File: config.mk
export PLATFORM = sky130hd
export DESIGN_NAME = neuron_layer_sequencer
export DESIGN_NICKNAME = d
export VERILOG_FILES = /design/src/rtl/neuron_layer_sequencer.sv
export SDC_FILE = /design/constraint.sdc
export NUM_CORES = 2
export LEC_CHECK = 0
export ABC_AREA = 1
export ABC_CLOCK_PERIOD_IN_PS = 8200
export BUFFER_PORTS_ARGS = -buffer_cell sky130_fd_sc_hd__buf_2
export CORE_ASPECT_RATIO = 0.7
export CORE_UTILIZATION = 43
export CTS_CLUSTER_DIAMETER = 30
export DETAILED_ROUTE_END_ITERATION = 8
export RECOVER_POWER = 25
export SLEW_MARGIN = 20
export SYNTH_ARGS = -nofsm -noshare
export SYNTH_HDL_FRONTEND = slang
export SYNTH_SLANG_ARGS = --single-unit
File: constraint.sdc
create_clock -name clk -period 8.2 [get_ports clk]
set_input_delay 1.64 -clock clk [delete_from_list [all_inputs] [get_ports clk]]
set_output_delay 1.64 -clock clk [all_outputs]
set_load 0.05 [all_outputs]
File: src/rtl/neuron_layer_sequencer.sv
// Time-multiplexed fully-connected ReLU layer on one shared MAC datapath.
// Streams one neuron result at a time and reads weights/biases from external sync memories.
module neuron_layer_sequencer #(
  parameter int INPUT_COUNT  = 4,
  parameter int NEURON_COUNT = 4,
  parameter int WA_W = (INPUT_COUNT * NEURON_COUNT > 1) ? $clog2(INPUT_COUNT * NEURON_COUNT) : 1,
  parameter int BA_W = (NEURON_COUNT > 1) ? $clog2(NEURON_COUNT) : 1
) (
  input  logic                     clk,
  input  logic                     rst,
  input  logic                     start,
  input  logic [32*INPUT_COUNT-1:0] x,
  output logic                     w_en,
  output logic [WA_W-1:0]          w_addr,
  input  logic [31:0]              w_data,
  output logic [BA_W-1:0]          b_addr,
  input  logic [31:0]              b_data,
  output logic                     out_valid,
  input  logic                     out_ready,
  output logic [BA_W-1:0]          out_idx,
  output logic [31:0]              out_data,
  output logic                     busy,
  output logic                     done
);

  localparam int IC_W = (INPUT_COUNT > 1) ? $clog2(INPUT_COUNT) : 1;
  localparam int XW   = 32 * INPUT_COUNT;
  localparam logic [IC_W-1:0] I_LAST = IC_W'(INPUT_COUNT - 1);
  localparam logic [IC_W-1:0] I_PEN  = IC_W'((INPUT_COUNT >= 2) ? INPUT_COUNT - 2 : 0);
  localparam logic [IC_W-1:0] I_ONE  = IC_W'(1);
  localparam logic [BA_W-1:0] N_LAST = BA_W'(NEURON_COUNT - 1);
  localparam logic [BA_W-1:0] N_ONE  = BA_W'(1);
  localparam logic [WA_W-1:0] WA_ONE = WA_W'(1);

  typedef enum logic [1:0] {IDLE, FETCH, MAC, OUT} stateType;

  stateType          state;
  logic [XW-1:0]     xReg;
  logic [31:0]       acc;
  logic [BA_W-1:0]   n;
  logic [IC_W-1:0]   i;

  logic [XW-1:0]     xRot;
  logic [31:0]       prod;
  logic [31:0]       accNext;

  // The latched vector rotates one word per MAC cycle, so the current x[i]
  // always sits in the low word; after INPUT_COUNT rotations it is back in place.
  always_comb begin
    xRot    = (xReg >> 32) | (xReg << (XW - 32));
    prod    = xReg[31:0] * w_data;
    accNext = ((i == '0) ? b_data : acc) + prod;
  end

  // w_addr simply counts up through each neuron's weight row; after the last
  // MAC cycle it already points at the next neuron's first weight.
  always_ff @(posedge clk) begin
    if (rst) begin
      state     <= IDLE;
      xReg      <= '0;
      acc       <= '0;
      n         <= '0;
      i         <= '0;
      w_en      <= 1'b0;
      w_addr    <= '0;
      b_addr    <= '0;
      out_valid <= 1'b0;
      out_idx   <= '0;
      out_data  <= '0;
      busy      <= 1'b0;
      done      <= 1'b0;
    end else begin
      done <= 1'b0;
      case (state)
        IDLE: begin
          if (start) begin
            xReg   <= x;
            n      <= '0;
            w_en   <= 1'b1;
            w_addr <= '0;
            b_addr <= '0;
            busy   <= 1'b1;
            state  <= FETCH;
          end
        end
        FETCH: begin
          i      <= '0;
          w_en   <= (INPUT_COUNT > 1);
          w_addr <= w_addr + WA_ONE;
          state  <= MAC;
        end
        MAC: begin
          acc  <= accNext;
          xReg <= xRot;
          if (i == I_LAST) begin
            w_en      <= 1'b0;
            out_valid <= 1'b1;
            out_idx   <= n;
            out_data  <= accNext[31] ? 32'd0 : accNext;
            state     <= OUT;
          end else begin
            i      <= i + I_ONE;
            w_en   <= (i != I_PEN);
            w_addr <= w_addr + WA_ONE;
          end
        end
        OUT: begin
          if (out_ready) begin
            out_valid <= 1'b0;
            if (n == N_LAST) begin
              busy  <= 1'b0;
              done  <= 1'b1;
              state <= IDLE;
            end else begin
              n      <= n + N_ONE;
              b_addr <= n + N_ONE;
              w_en   <= 1'b1;
              state  <= FETCH;
            end
          end
        end
        default: state <= IDLE;
      endcase
    end
  end

endmodule

# == Word-level counts from Yosys, hierarchy flattened ==
# Index checks and enable logic that the tools add are counted.
# totals
reg_bits,208
latch_bits,0
ramBits,0
rom_bits,0
inputBits,196
output_inout_bits,44
elab_cells,79
n_memories,0
# classes
addsub,4
n_mul,1
div_mod_pow,0
n_lt_le_gt_ge,0
eq_ne,12
shift,0
n_mux,30
bitwise_logic,3
n_reduce_logical,17
# ops
operator,n
case mux 128 bit (2 select lines),1
two-way mux 128 bit,1
OR 96 x 128 -> 128 bit,1
adder 32 bit,1
multiplier 32 x 32 -> 32 bit,1
two-way mux 32 bit,1
two-way mux 31 bit,1
two-way mux 2 bit,7
"!= test 2 bit, second input constant",7
case mux 4 bit (3 select lines),1
AND reduction 3 bit,4
two-way mux 1 bit,10
"== test 2 bit, second input constant",4
two-way mux 4 bit,2
case mux 2 bit (2 select lines),2
case mux 2 bit (4 select lines),1
AND reduction 4 bit,2
nonzero test 2 bit,4
AND reduction 2 bit,3
"adder 2 x 1 -> 2 bit, second input constant",2
"adder 4 x 1 -> 4 bit, second input constant",1
zero test 2 bit,2
case mux 1 bit (2 select lines),2
case mux 1 bit (4 select lines),1
4 further kinds,5

# == Logic depth before layout (Yosys ltp) ==
# depth
ltp_word,4
depth_mapped,36
depth_no_buf,33

# == Least setup slack after synthesis ==
# No wires, ideal clock.
# synth_path
path_type,input port to flip-flop
from,input w_data[0]
to,register acc[31]
setup_ns,0.109
t_arrival_ns,8.158
setup_slack_ns,-0.067
stages,31
path_cell_list,clkbuf_1 -> clkbuf_1 -> nand2_1 -> fa_1 -> inv_1 -> fa_1 -> fa_1 -> inv_1 -> fa_1 -> inv_1 -> fa_1 -> inv_1 -> fa_1 -> inv_1 -> fa_1 -> inv_1 -> fa_1 -> inv_1 -> ha_1 -> a21oi_1 -> o21ai_0 -> a21oi_1 -> nand3_1 -> a21bo_1 -> a21oi_1 -> inv_1 -> nand2_4 -> buf_8 -> nand3_1 -> nand2_1 -> inv_1
# synth_via
elab_chain_cells,2
# synth_rtl
item,line_no,text
from (decl),15,"input logic [31:0] w_data,"
multiplier 32 x 32 -> 32 bit,51,prod = xReg[31:0] * w_data;
adder 32 bit,52,accNext = ((i == '0) ? b_data : acc) + prod;
to (signal assigned),93,acc <= accNext;
to (decl),39,logic [31:0] acc;
# No other way between the ends.
# A chain may end at the register's enable or synchronous reset.

# == Worst setup path in the final report ==
# layout_path
from,input b_data[22]
to,register out_data[9]
# layout_via
elab_chain_cells,3
# layout_rtl
item,line_no,text
from (decl),17,"input logic [31:0] b_data,"
two-way mux 32 bit,52,
adder 32 bit,52,
two-way mux 31 bit,99,out_data <= accNext[31] ? 32'd0 : accNext;
to (signal assigned),99,
to (decl),21,"output logic [31:0] out_data,"
# No other way between the ends.

==> summary.md <==
| Metric | Value |
|---|---|
| Initial Util | 43.8% |
| Worst-Skew Late Latency | 0.55 ns |
| Sequential area share after synthesis | 15.3% |
| Critical Path RT | 8.65 ns |
| Mux share of post-synthesis cell area | 0.974% |
| Site Rows | 76 |
| Min-Delay Path Class | register to register |
| Syn_area_per_cell | 7.42 sq um |
| F_max | 127 MHz |
| Max-cap viol count | 0 |
| Via count | 22900 |
| Cells after Synth | 3654 |
| Final Setup Violations | 0 |
| Synth unique cells | 42 |
| Synth Net Count | 4421 |
| # port buffers | 238 |
| R2r worst-path depth | 28 |
| Arrival @ worst endpoint | 8.31 ns |
| Vias in the first global route | 22300 |
| Status | completed |
| Hold-fix buffers, CTS | 0 |
| Slew Viols, Final | 0 |
| Worst slew pin tran | 0.998 ns |
| Crit path time final | 7.86 ns |
| Non-filler instance count after layout | 4760 |
| Post-Synth Simple-Gate Area | 18.4% |
| Final hold violation count | 0 |
| Initial DRC count | 1602 |
| Clk sinks | 207 |
| Final period util | 95.8% |
| Overall routing resource usage | 24.2% |
| Final #Nets | 4672 |
| Final core utilization | 50.6% |
| Compound-Gate Fraction of Synth Area | 9.40% |
| Synth Warn # | 0 |
| Prevailing post-synth register cell | dfxtp_1 |
| Area grow syn2layout | 15.6% |
| Die X-Extent | 302 um |
| XOR/XNOR Fraction of Synth Area | 1.09% |
| DP HPWL | 62100 um |
| H-tree Lvls | 2 |
| Startpoint Class | input port |
| I/O pin count | 240 |
| First-pass GRT wire length | 122000 um |
| Initial antenna violation count | 12 |
| RSZ-0062 raised after global routing | no |
| Die area | 0.0640 sq mm |
| WS Path Type | input port to register |
| Drt drc | 0 |
| Core box area | 0.0619 sq mm |
| Maximum buffer depth of the clock tree | 3 |
| Asr flop ratio synth | 0% |
| Grt ovf | 0 |
| Total wire length | 74800 um |
| CTS clk-pin slew, worst paths | 0.04 ns |
| Die height | 212 um |
| Crit end category | register |
| DR WL/cell | 15.7 um |
| GPL Wtd Cong | 0.900 |
| Detail Route Antenna Nets | 0 |
| Fin area | 0.0313 sq mm |
| TritonCTS clock tree | yes |
| Placed Cells | 4680 |
| Hold path cells | 2 |
| EDFF count, synth | 0 |
| Dpl cell area | 0.0299 sq mm |
| Root Buffer | clkbuf_16 |
| Vias per inst | 4.81 |
| Pre-antenna DRT Iters | 5 |
| Fraction of layout cells with a size suffix above 1 | 13.8% |
| Largest family of logic cells by synthesized area | adder cells |
| Post-Synth Adder-Cell Area | 38.5% |
| Clock skew | 0.0230 ns |
| Mapped cell area | 0.0271 sq mm |
| Rel. slew slack | 33.4% |
| Largest fanout on the critical path | 18 |
| Largest net degree at the start of global routing | 205 |
| Yosys reg bits | 207 |
| CTS Buf Count | 41 |
[critical path, stage by stage]
cell and delay (ns):
buf_2 0.10, mux2i_1 0.32, fa_1 0.49, fa_1 0.56, inv_1 0.05, fa_1 0.47, inv_1 0.05, fa_1 0.53
inv_1 0.05, fa_1 0.48, fa_1 0.50, fa_1 0.49, inv_1 0.05, fa_1 0.47, inv_1 0.05, ha_1 0.32
a21oi_1 0.21, o21ai_0 0.12, a21oi_1 0.12, nand3_1 0.18, a21bo_1 0.26, a21oi_2 0.20, inv_1 0.10, nand2_4 0.11
buf_12 0.17, nand3_2 0.08, a21oi_2 0.12
[repair_timing]
action | 4_1_cts | 5_1_grt
buffers inserted | 0 | 0
resized for setup | 0 | 4
setup endpoints to repair | 0 | 33
[cell usage in the layout (no fill, tap or decap), types with 2 or more instances in the layout]
master / instances
diode_2: 8
clkbuf_16: 42
clkinv_2: 2
nand2_2: 4
nand3_1: 62
o21bai_1: 4
clkbuf_1: 30
nor2_1: 77
nand4_1: 5
o21ai_0: 173
a21oi_2: 31
o21ai_1: 3
o21a_1: 3
clkinvlp_4: 4
xnor2_1: 16
inv_4: 2
inv_1: 929
buf_12: 5
clkinv_1: 3
bufinv_16: 6
nor3_1: 12
buf_2: 215
o211ai_1: 19
a31oi_1: 129
inv_6: 2
nand2_1: 1025
xor2_1: 16
or2_2: 2
mux2i_1: 22
fa_1: 438
mux2_2: 3
nand3b_1: 10
dfxtp_1: 207
buf_4: 179
ha_1: 132
clkbuf_8: 7
nand3_2: 31
a211oi_1: 2
a21oi_1: 67
[metrics by stage]
stage | setup WS, ns | TNS, ns | hold slack [ns]
after global placement | -0.290 | -8.68 | 0.451
after global routing | 0.00785 | 0 | 0.492
after detailed placement | -0.345 | -10.40 | 0.456
after floorplan | 0.0269 | 0 | 0.447
after CTS | 0.196 | 0 | 0.463
final | 0.344 | 0 | 0.465
[final timing paths]
check                            from                   endpoint  slack (ns)
min reg2reg  out_data[0]$_SDFFE_PP0P_   out_data[0]$_SDFFE_PP0P_        0.46
max reg2reg         i[0]$_SDFFE_PP0P_  out_data[25]$_SDFFE_PP0P_        0.39
min          out_data[0]$_SDFFE_PP0P_   out_data[0]$_SDFFE_PP0P_        0.46
max                        b_data[22]   out_data[9]$_SDFFE_PP0P_        0.34
[logic make-up (layout without fill, tap and decap cells)]
kind of cell / count (synthesis) / after routing
flops: 207 / 207
buf+inv: 1149 / 1428
simple gates: 1230 / 1230
compound gates: 437 / 437
other cells: 1 / 9
fa+ha+maj: 571 / 571
xor+xnor: 33 / 33
mux: 26 / 26
[registers in the layout, summed over array words and instances (netlist names)]
name       flops
out_idx        2
busy           1
state          2
w_addr         4
out_data      31
out_valid      1
acc           32
done           1
i              2
w_en           1
n              2
xReg         128
[final cells by class]
type | instances | area [sq um]
antenna | 8 | 20.0
sequential | 207 | 4140
clock inverter | 15 | 268
fill | 6179 | 30600
multi-input combinational | 2298 | 18600
timing repair buffer | 423 | 2630
tap | 819 | 1020
inverter | 934 | 3510
clock buffer | 56 | 1170
[routing by layer]
metal / track usage (%) / routed length (um) / vias to the layer above / share of wire (%)
li1: - / - / 11300 / -
met1: 36.5 / 36000 / 10900 / 48
met2: 37.5 / 33000 / 609 / 44
met3: 3.60 / 5000 / 58 / 6.7
met4: 2.94 / 722 / 8 / 0.96
met5: 0 / 50 / - / 0.067
[cell usage after synthesis, types with 2 or more instances]
master | instances | share of area (%)
buf_2 | 12 | 0.22
buf_8 | 3 | 0.17
a21oi_2 | 29 | 0.94
nand4_1 | 5 | 0.12
ha_1 | 133 | 6.1
o21ai_0 | 173 | 3.2
o211ai_1 | 19 | 0.53
nand3_2 | 31 | 1.1
buf_4 | 11 | 0.30
buf_1 | 17 | 0.24
a211oi_1 | 2 | 0.055
xor2_1 | 16 | 0.52
nand2_2 | 4 | 0.092
or2_2 | 2 | 0.046
dfxtp_1 | 207 | 15
mux2i_1 | 23 | 0.85
nor2_1 | 77 | 1.1
clkbuf_1 | 166 | 2.3
buf_6 | 4 | 0.17
nand3_1 | 62 | 1.1
a31oi_1 | 129 | 3.0
nor3_1 | 13 | 0.24
inv_1 | 930 | 13
fa_1 | 438 | 32
o21bai_1 | 4 | 0.11
nand2_1 | 1025 | 14
o21a_1 | 3 | 0.083
mux2_2 | 3 | 0.12
xnor2_1 | 16 | 0.52
a21oi_1 | 70 | 1.3
nand3b_1 | 10 | 0.28
clkinv_1 | 4 | 0.055
clkbuf_2 | 2 | 0.037
o21ai_1 | 3 | 0.055
Power is not shown: default switching activity piles up to over one toggle a cycle in this logic, so the estimate is an artifact.
